### config.mk
export PLATFORM = sky130hd
export DESIGN_NAME = id_ctrl_sequencer_flat
export DESIGN_NICKNAME = d
export VERILOG_FILES = /design/src/rtl/rv_ctrl_pkg.sv /design/src/rtl/id_ctrl_sequencer_if.sv /design/src/rtl/id_decode_comb.sv /design/src/rtl/id_ctrl_sequencer.sv /design/src/flat_wrapper.sv
export SDC_FILE = /design/constraint.sdc
export NUM_CORES = 1
export LEC_CHECK = 0
export ABC_AREA = 1
export BUFFER_PORTS_ARGS = -buffer_cell sky130_fd_sc_hd__buf_2
export CAP_MARGIN = 10
export CORE_AREA = 2 2 65 67
export DETAILED_ROUTE_END_ITERATION = 10
export DIE_AREA = 0 0 67 69
export MAX_ROUTING_LAYER = met4
export PLACE_DENSITY = 0.8
export SLEW_MARGIN = 20
export SYNTH_ARGS = -nofsm -noshare
export SYNTH_HDL_FRONTEND = slang
export SYNTH_SLANG_ARGS = --single-unit
### constraint.sdc
create_clock -name clk -period 3.33 [get_ports clk]
set_clock_uncertainty 0.05 [all_clocks]
set_input_delay 0.1665 -clock clk [delete_from_list [all_inputs] [get_ports clk]]
set_output_delay 0.1665 -clock clk [all_outputs]
set_load 0.02 [all_outputs]
### src/rtl/rv_ctrl_pkg.sv
// rtl/rv_ctrl_pkg.sv - shared RV32I decode constants and control-word layout
// Contents: opcode constants, immediate-select codes, ctrl_word_t field layout.
package rv_ctrl_pkg;

    localparam logic [6:0] OPC_LOAD   = 7'b0000011;
    localparam logic [6:0] OPC_OPIMM  = 7'b0010011;
    localparam logic [6:0] OPC_STORE  = 7'b0100011;
    localparam logic [6:0] OPC_BRANCH = 7'b1100011;
    localparam logic [6:0] OPC_OP     = 7'b0110011;
    localparam logic [6:0] OPC_LUI    = 7'b0110111;
    localparam logic [6:0] OPC_AUIPC  = 7'b0010111;
    localparam logic [6:0] OPC_JAL    = 7'b1101111;
    localparam logic [6:0] OPC_JALR   = 7'b1100111;

    localparam logic [2:0] IMM_I      = 3'b000;
    localparam logic [2:0] IMM_ISHIFT = 3'b001;
    localparam logic [2:0] IMM_SB     = 3'b010;
    localparam logic [2:0] IMM_U      = 3'b011;
    localparam logic [2:0] IMM_J      = 3'b100;
    localparam logic [2:0] IMM_NONE   = 3'b111;

    typedef struct packed {
        logic reg_write;
        logic mem_read;
        logic mem_write;
        logic alu_src;
        logic branch;
        logic jump;
    } ctrl_word_t;

    localparam ctrl_word_t CTRL_NONE = '0;

endpackage

### src/rtl/id_ctrl_sequencer_if.sv
// rtl/id_ctrl_sequencer_if.sv - IF/ID-to-ID/EX control bus
// master: drives instr_in/if_valid/flush; slave (the sequencer) drives decode outputs.
interface id_ctrl_sequencer_if;
    logic [31:0] instr_in;
    logic        if_valid;
    logic        flush;
    logic [2:0]  immi_sel;
    logic [31:0] instr_out;
    logic        reg_write;
    logic        mem_read;
    logic        mem_write;
    logic        alu_src;
    logic        branch;
    logic        jump;
    logic        id_valid;
    logic        hold_ifid;
    logic        illegal;

    modport master (
        output instr_in, if_valid, flush,
        input  immi_sel, instr_out, reg_write, mem_read, mem_write, alu_src,
               branch, jump, id_valid, hold_ifid, illegal
    );

    modport slave (
        input  instr_in, if_valid, flush,
        output immi_sel, instr_out, reg_write, mem_read, mem_write, alu_src,
               branch, jump, id_valid, hold_ifid, illegal
    );
endinterface

### src/rtl/id_decode_comb.sv
// rtl/id_decode_comb.sv - combinational opcode/funct3 decoder
// In: opcode, funct3. Out: control word, immediate select, rs1/rs2 usage, illegal.
module id_decode_comb
    import rv_ctrl_pkg::*;
(
    input  logic [6:0] opcode,
    input  logic [2:0] funct3,
    output ctrl_word_t ctrl,
    output logic [2:0] immi_sel,
    output logic       uses_rs1,
    output logic       uses_rs2,
    output logic       illegal
);

    always_comb begin
        ctrl     = CTRL_NONE;
        immi_sel = IMM_NONE;
        uses_rs1 = 1'b0;
        uses_rs2 = 1'b0;
        illegal  = 1'b0;
        case (opcode)
            OPC_LOAD: begin
                ctrl.mem_read  = 1'b1;
                ctrl.reg_write = 1'b1;
                ctrl.alu_src   = 1'b1;
                immi_sel       = IMM_I;
                uses_rs1       = 1'b1;
            end
            OPC_STORE: begin
                ctrl.mem_write = 1'b1;
                ctrl.alu_src   = 1'b1;
                immi_sel       = IMM_SB;
                uses_rs1       = 1'b1;
                uses_rs2       = 1'b1;
            end
            OPC_BRANCH: begin
                ctrl.branch = 1'b1;
                immi_sel    = IMM_SB;
                uses_rs1    = 1'b1;
                uses_rs2    = 1'b1;
            end
            OPC_OP: begin
                ctrl.reg_write = 1'b1;
                uses_rs1       = 1'b1;
                uses_rs2       = 1'b1;
            end
            OPC_OPIMM: begin
                ctrl.reg_write = 1'b1;
                ctrl.alu_src   = 1'b1;
                // funct3 001/101 are the shift forms whose imm field is shamt
                immi_sel       = (funct3[1:0] == 2'b01) ? IMM_ISHIFT : IMM_I;
                uses_rs1       = 1'b1;
            end
            OPC_LUI, OPC_AUIPC: begin
                ctrl.reg_write = 1'b1;
                ctrl.alu_src   = 1'b1;
                immi_sel       = IMM_U;
            end
            OPC_JAL: begin
                ctrl.jump      = 1'b1;
                ctrl.reg_write = 1'b1;
                immi_sel       = IMM_J;
            end
            OPC_JALR: begin
                ctrl.jump      = 1'b1;
                ctrl.reg_write = 1'b1;
                immi_sel       = IMM_I;
                uses_rs1       = 1'b1;
            end
            default: illegal = 1'b1;
        endcase
    end

endmodule

### src/rtl/id_ctrl_sequencer.sv
// rtl/id_ctrl_sequencer.sv - ID-stage controller: decode, load-use stall, flush
// Ports: clk, rst (async active-high), bus (slave modport): instr_in/if_valid/flush in;
// registered immi_sel/instr_out/control/id_valid/illegal out; combinational hold_ifid out.
module id_ctrl_sequencer
    import rv_ctrl_pkg::*;
#(
    parameter logic [31:0] NOP_INSTR = 32'h0000_0013
) (
    input  logic                 clk,
    input  logic                 rst,
    id_ctrl_sequencer_if.slave   bus
);

    ctrl_word_t dec_ctrl;
    logic [2:0] dec_immi_sel;
    logic       dec_uses_rs1;
    logic       dec_uses_rs2;
    logic       dec_illegal;

    id_decode_comb u_decode (
        .opcode   (bus.instr_in[6:0]),
        .funct3   (bus.instr_in[14:12]),
        .ctrl     (dec_ctrl),
        .immi_sel (dec_immi_sel),
        .uses_rs1 (dec_uses_rs1),
        .uses_rs2 (dec_uses_rs2),
        .illegal  (dec_illegal)
    );

    ctrl_word_t  ctrl_q;
    logic [2:0]  immi_sel_q;
    logic [31:0] instr_q;
    logic        id_valid_q;
    logic        illegal_q;
    logic [4:0]  ex_load_rd;
    logic        ex_is_load;

    logic [4:0] rs1;
    logic [4:0] rs2;
    logic       load_use;
    logic       issue;

    assign rs1 = bus.instr_in[19:15];
    assign rs2 = bus.instr_in[24:20];

    // Operand-usage flags keep U/J immediates and non-rs2 formats from
    // matching on bits that are not register fields.
    assign load_use = bus.if_valid && ex_is_load && (ex_load_rd != 5'd0) &&
                      ((dec_uses_rs1 && (rs1 == ex_load_rd)) ||
                       (dec_uses_rs2 && (rs2 == ex_load_rd)));

    assign issue = bus.if_valid && !bus.flush && !load_use && !dec_illegal;

    always_ff @(posedge clk or posedge rst) begin
        if (rst) begin
            ctrl_q     <= CTRL_NONE;
            immi_sel_q <= IMM_NONE;
            instr_q    <= NOP_INSTR;
            id_valid_q <= 1'b0;
            illegal_q  <= 1'b0;
            ex_load_rd <= 5'd0;
            ex_is_load <= 1'b0;
        end else if (issue) begin
            ctrl_q     <= dec_ctrl;
            immi_sel_q <= dec_immi_sel;
            instr_q    <= bus.instr_in;
            id_valid_q <= 1'b1;
            illegal_q  <= 1'b0;
            ex_load_rd <= bus.instr_in[11:7];
            ex_is_load <= dec_ctrl.mem_read;
        end else begin
            // Bubble; clearing ex_is_load guarantees a stall never repeats.
            ctrl_q     <= CTRL_NONE;
            immi_sel_q <= IMM_NONE;
            instr_q    <= NOP_INSTR;
            id_valid_q <= 1'b0;
            illegal_q  <= bus.if_valid && !bus.flush && dec_illegal;
            ex_load_rd <= 5'd0;
            ex_is_load <= 1'b0;
        end
    end

    assign bus.hold_ifid = load_use && !bus.flush && !rst;
    assign bus.immi_sel  = immi_sel_q;
    assign bus.instr_out = instr_q;
    assign bus.reg_write = ctrl_q.reg_write;
    assign bus.mem_read  = ctrl_q.mem_read;
    assign bus.mem_write = ctrl_q.mem_write;
    assign bus.alu_src   = ctrl_q.alu_src;
    assign bus.branch    = ctrl_q.branch;
    assign bus.jump      = ctrl_q.jump;
    assign bus.id_valid  = id_valid_q;
    assign bus.illegal   = illegal_q;

endmodule

### src/flat_wrapper.sv
// flat-port wrapper written by rule: the top's interface ports become plain ports
module id_ctrl_sequencer_flat import rv_ctrl_pkg::*;
#(
    parameter logic [31:0] NOP_INSTR = 32'h0000_0013
)
  (clk, rst, bus_instr_in, bus_if_valid, bus_flush, bus_immi_sel, bus_instr_out, bus_reg_write, bus_mem_read, bus_mem_write, bus_alu_src, bus_branch, bus_jump, bus_id_valid, bus_hold_ifid, bus_illegal);
  id_ctrl_sequencer_if bus_i ();
  input  logic clk;
  input  logic rst;
  input wire logic [$bits(bus_i.instr_in)-1:0] bus_instr_in;
  input wire logic [$bits(bus_i.if_valid)-1:0] bus_if_valid;
  input wire logic [$bits(bus_i.flush)-1:0] bus_flush;
  output wire logic [$bits(bus_i.immi_sel)-1:0] bus_immi_sel;
  output wire logic [$bits(bus_i.instr_out)-1:0] bus_instr_out;
  output wire logic [$bits(bus_i.reg_write)-1:0] bus_reg_write;
  output wire logic [$bits(bus_i.mem_read)-1:0] bus_mem_read;
  output wire logic [$bits(bus_i.mem_write)-1:0] bus_mem_write;
  output wire logic [$bits(bus_i.alu_src)-1:0] bus_alu_src;
  output wire logic [$bits(bus_i.branch)-1:0] bus_branch;
  output wire logic [$bits(bus_i.jump)-1:0] bus_jump;
  output wire logic [$bits(bus_i.id_valid)-1:0] bus_id_valid;
  output wire logic [$bits(bus_i.hold_ifid)-1:0] bus_hold_ifid;
  output wire logic [$bits(bus_i.illegal)-1:0] bus_illegal;
  assign bus_i.instr_in = bus_instr_in;
  assign bus_i.if_valid = bus_if_valid;
  assign bus_i.flush = bus_flush;
  assign bus_immi_sel = bus_i.immi_sel;
  assign bus_instr_out = bus_i.instr_out;
  assign bus_reg_write = bus_i.reg_write;
  assign bus_mem_read = bus_i.mem_read;
  assign bus_mem_write = bus_i.mem_write;
  assign bus_alu_src = bus_i.alu_src;
  assign bus_branch = bus_i.branch;
  assign bus_jump = bus_i.jump;
  assign bus_id_valid = bus_i.id_valid;
  assign bus_hold_ifid = bus_i.hold_ifid;
  assign bus_illegal = bus_i.illegal;
  id_ctrl_sequencer #(.NOP_INSTR(NOP_INSTR)) u_core (.clk(clk), .rst(rst), .bus(bus_i));
endmodule
# ---- Word-level counts from Yosys, hierarchy flattened
# Cells that the tools add are included.
dict set report totals {
  register_bits 49
  output_inout_bits 44
  word_cells 67
}
dict set report op_classes {
  n_eq_ne 12
  muxes 18
  reduce_logical 25
}
# cell n
set op_table {}
lappend op_table {{$mux W32} 1}
lappend op_table {{$eq A7 B6 Y1 const B} 3}
lappend op_table {{$eq A7 B7 Y1 const B} 3}
lappend op_table {{$pmux W3 S5} 1}
lappend op_table {{$eq A7 B5 Y1 const B} 2}
lappend op_table {{$mux W1} 13}
lappend op_table {{$logic_and A1 B1 Y1} 11}
lappend op_table {{$eq A5 B5 Y1} 2}
lappend op_table {{$reduce_or A9 Y1} 1}
lappend op_table {{$reduce_or A2 Y1} 4}
lappend op_table {{$eq A7 B2 Y1 const B} 1}
lappend op_table {{$reduce_or A7 Y1} 1}
lappend op_table {{$mux W6} 1}
lappend op_table {{$reduce_or A6 Y1} 1}
lappend op_table {{$mux W5} 1}
lappend op_table {{$reduce_bool A5 Y1} 1}
lappend op_table {{$reduce_or A5 Y1} 1}
lappend op_table {{$logic_not A1 Y1} 3}
lappend op_table {{$mux W3} 1}
lappend op_table {{$reduce_or A3 Y1} 1}
lappend op_table {{$eq A2 B1 Y1 const B} 1}
lappend op_table {{$logic_or A1 B1 Y1} 1}

# ---- Depth between registers and ports, before layout
dict set report depth {
  word_depth 10
  ltp_mapped 12
  mapped_depth_nobuf 11
}

# ---- Hierarchy
# A second synthesis with hierarchy kept.
dict set report hier_totals {
  hier_cells 226
  hier_area_um2 1950.6
}
# mod instances cells_each area_per_inst_um2 seq_area_each_um2
set modules_own_cells {}
lappend modules_own_cells {id_ctrl_sequencer 1 181 1727.9 1083.5}
lappend modules_own_cells {id_decode_comb 1 45 222.7 0.0}

# ---- Worst setup path before layout
# No wires, ideal clock.
dict set report synth_path {
  path_type {input -> output}
  startpoint {input port rst}
  endpoint {output port bus_hold_ifid}
  arrival_ps 1518
  required_ps 3113
  slack_ps 1595
  stages 3
  path_buffers 0
  path_cell_list {inv_1 -> nand2_1 -> nor2_1}
}
dict set report synth_via {
  elab_chain_cells 2
}
# item line_no
set synth_rtl {}
lappend synth_rtl {{start, declared} flat_wrapper.sv:9} ;# input logic rst;
lappend synth_rtl {{$logic_not A1 Y1 (no source line)} -}
lappend synth_rtl {{$logic_and A1 B1 Y1} id_ctrl_sequencer.sv:83} ;# assign bus.hold_ifid = load_use && !bus.flush && !rst;
lappend synth_rtl {{end, declared} flat_wrapper.sv:22} ;# output wire logic [$bits(bus_i.hold_ifid)-1:0] bus_hold_ifid;
# No other way between the ends.

==> results.md <==
* Status: finished clean
* Detail Route Antenna Nets at 0
* PortBufs at 79
* RSZ-0062 raised after global routing: no
* Worst-path cell chain: or2_2, a21oi_1, nand4_1, nand2_1, nand2_2, nor2_1, buf_2
* Critical path's top delay family: simple AND/OR/NAND/NOR gates
* DR iter-0 viols at 61
* Antenna diodes at 0
* Synth top cells by count: dfrtp_1 (37), inv_1 (37), nor2_1 (32)
* Max FO, Critical Path at 6
* Power density cells at 419 mW/mm²
* Die Wd at 67 µm
* Setup TNS at 0 ns
* Routed length per placed instance at 10.8 µm
* Cell variety after synth at 22
* Design area at 0.00243 mm²
* Combinational share of power at 8.7%
* Fin Hold WS at 0.0239 ns
* Stages on the worst setup path at 7
* Remaining Overflow, GRT at 0
* Worst IR Drop VDD at 0.225 mV
* Core ar. at roughly 0.0039 mm²
* Synthesized area at between 0.0015 and 0.002 mm²
* Vias in the first global route at 1505
* Reg power frac at about 52%
* Pre-Repair DR Iteration Count at 4
* Fin nets at 328
* Ys async rst share at 100%
* Leakage at 0.00148 µW
* Root Driver: clkbuf_8
* Vias/cell at ~4.5
* Reg2Reg Depth at 7
* Clock share of power at 39.2%
* Initial antenna violation count at 0
* Crit Reg-Reg Startpoint: u_core.bus.instr_out[8]$_DFF_PP0_
* Max_slew headroom at 65.5%
* Max Freq at 506 MHz
* Post-CTS setup buffers at 0
* Die Y at 69 µm
* Minimum clock period at 1.98 ns
* CP Launch Type: register
* Area contributors post-synth: dfrtp_1 (50%), dfstp_2 (8.4%), nor2_2 (7.7%)
* Area growth syn-to-layout at 29.9%
* Die area at 0.00462 mm²
* CP endpoint kind: output port
* Hpwl dp at roughly 2800 µm
* Slew Viols, Final at 0
* Fill count at 336
* Cell accounting for the most synthesized area: dfrtp_1
* DRC Markers at 0
* Worst Tran Pin Value at a little over 0.5 ns
* Worst setup path class: register to output port
* CTS Hold Buffers Added at 1
* CP Buf/Inv Count at 1
* Flops & latches, synth at 43
* Worst Setup SP: u_core.bus.instr_out[8]$_DFF_PP0_
* Clock buffer depth at 2
* Avg Inst Size Synth at 9.07 µm²
* Number of core rows at 23
* Synth warnings at 0
* Syn Inst Count at 206
* First-pass GRT wire length at approximately 6300 µm
* Internal power at around 800 µW
* Total track usage at approximately 18%
* Via Count at 1528
* Worst Setup EP: bus_hold_ifid
* Pin count of the biggest net entering global routing at 44
* Layout cells sized above 1 at between 40 and 50%
* Placer Congestion at about 0.84
* Post-synth EDFFs at 0
* Max H-tree Level at 2
* R2r endpoint: u_core.bus.reg_write$_DFF_PP0_
* Initial Utilization at 47.7%
* TritonCTS clock tree: yes
* Register area share after synthesis at 58.0%
* Clock insertion delay at the later pin of the skew report at 0.29 ns
* Worst-path clk slew at 0.08 ns
* Count of cells resized by post-cts repair at 0
* Max incr delay on CP at 0.43 ns
* Yosys top cell area share at 49.6%
* TritonCTS buffer count at 5
* # IOs at 80
* Psw at 233 µW
* CP required at 3.11 ns
* Final WL at 3710 µm
* R2R setup slack at 1.49 ns
* Min-delay worst type: input pin to register
* Clock Sink Count at 43
* Hold Vio Cnt, Final at 0
* Critical Path AT at about 1.8 ns
* Area after DPL at roughly 0.0023 mm²
* Setup violations, final at 0
* Switching share of power at 22.9%
* Tcrit/Tclk final at 59.3%
* Slowest CP cell: dfrtp_1
* Max-cap violations at 0
* Primary FF master, synth: dfrtp_1
-- layer usage --
metal	track usage (%)	part of all wire (%)	routed length (µm)	up-vias
met5	-	0	0	-
met4	7.48	1.7	62	0
met3	5.38	7.9	293	5
met2	29.7	49	1800	59
met1	21.2	42	1550	690
li1	-	-	-	774
-- flip-flops by register name, summed over array words and instances, names as in the netlist --
| register | flops |
|---|---|
| u_core.bus.instr_out | 32 |
| u_core.bus.immi_sel | 3 |
| u_core.bus.alu_src | 1 |
| u_core.bus.branch | 1 |
| u_core.bus.id_valid | 1 |
| u_core.bus.illegal | 1 |
| u_core.bus.jump | 1 |
| u_core.bus.mem_read | 1 |
| u_core.bus.mem_write | 1 |
| u_core.bus.reg_write | 1 |
-- area by class of cell --
type,count,area (µm²),area share (%)
multi-input cells,118,593,24.4
well taps,50,62.6,2.58
clock buffers,5,68.8,2.84
repair buffers,81,413,17.0
flip-flops and latches,43,1080,44.7
clock inverters,3,43.8,1.81
inverters,43,161,6.65
-- placed cells by master, fill, tap and decap left out, types with 2 or more instances in the layout --
master    instances
buf_2            79
dfrtp_1          37
inv_1            36
nor2_1           32
nand2_1          30
nor2_2           23
nand3_1          11
inv_2             7
dfstp_2           6
clkbuf_8          5
xnor2_1           4
nand4_1           3
a21oi_1           3
nand2_2           2
conb_1            2
-- metrics by stage --
step	std cells	total power, µW	util [%]	setup slack [ns]
2_1_floorplan	207	590	-	1.60
3_3_place_gp	334	626	58.9	1.53
3_5_place_dp	334	628	58.9	1.49
4_1_cts	343	1030	62.0	1.34
5_1_grt	343	1060	62.0	1.23
6_report	343	1020	62.0	1.35
-- logic make-up (layout without fill, tap and decap cells) --
logic type / Yosys count / after routing / synth area share (%)
AND/OR/NAND/NOR: 105 / 105 / 26.5
AO/OA/AOI/OAI: 6 / 6 / 2.48
buffers and inverters: 46 / 132 / 10.4
flip-flops: 43 / 43 / 58.0
other: 1 / 2 / 0.201
XOR/XNOR: 5 / 5 / 2.34
-- worst min-delay path: stages --
cell    delay [ns]
buf_2         0.10
inv_1         0.04
nor2_1        0.03
-- power groups by stage --
stage          Combinational, µW  Sequential (µW)  Clock [µW]
3_3_place_gp                86.3              540           0
4_1_cts                     89.4              530         410
6_report                    88.1              530         399
3_5_place_dp                88.0              540           0
2_1_floorplan               42.8              547           0
5_1_grt                      100              530         433
-- worst min-delay path by stage --
| stage | depth (start not counted) | slack, ns | from | endpoint |
|---|---|---|---|---|
| 2_1_floorplan | 2 | 0.22 | bus_instr_in[11] | u_core.bus.instr_out[11]$_DFF_PP0_ |
| 3_3_place_gp | 3 | 0.30 | rst | u_core.bus.instr_out[10]$_DFF_PP0_ |
| 3_5_place_dp | 3 | 0.31 | rst | u_core.bus.instr_out[24]$_DFF_PP0_ |
| 4_1_cts | 3 | 0.02 | bus_instr_in[11] | u_core.bus.instr_out[11]$_DFF_PP0_ |
| 5_1_grt | 3 | 0.02 | bus_instr_in[29] | u_core.bus.instr_out[29]$_DFF_PP0_ |
| 6_report | 3 | 0.02 | bus_instr_in[27] | u_core.bus.instr_out[27]$_DFF_PP0_ |
(Power assumes the default switching activity.)
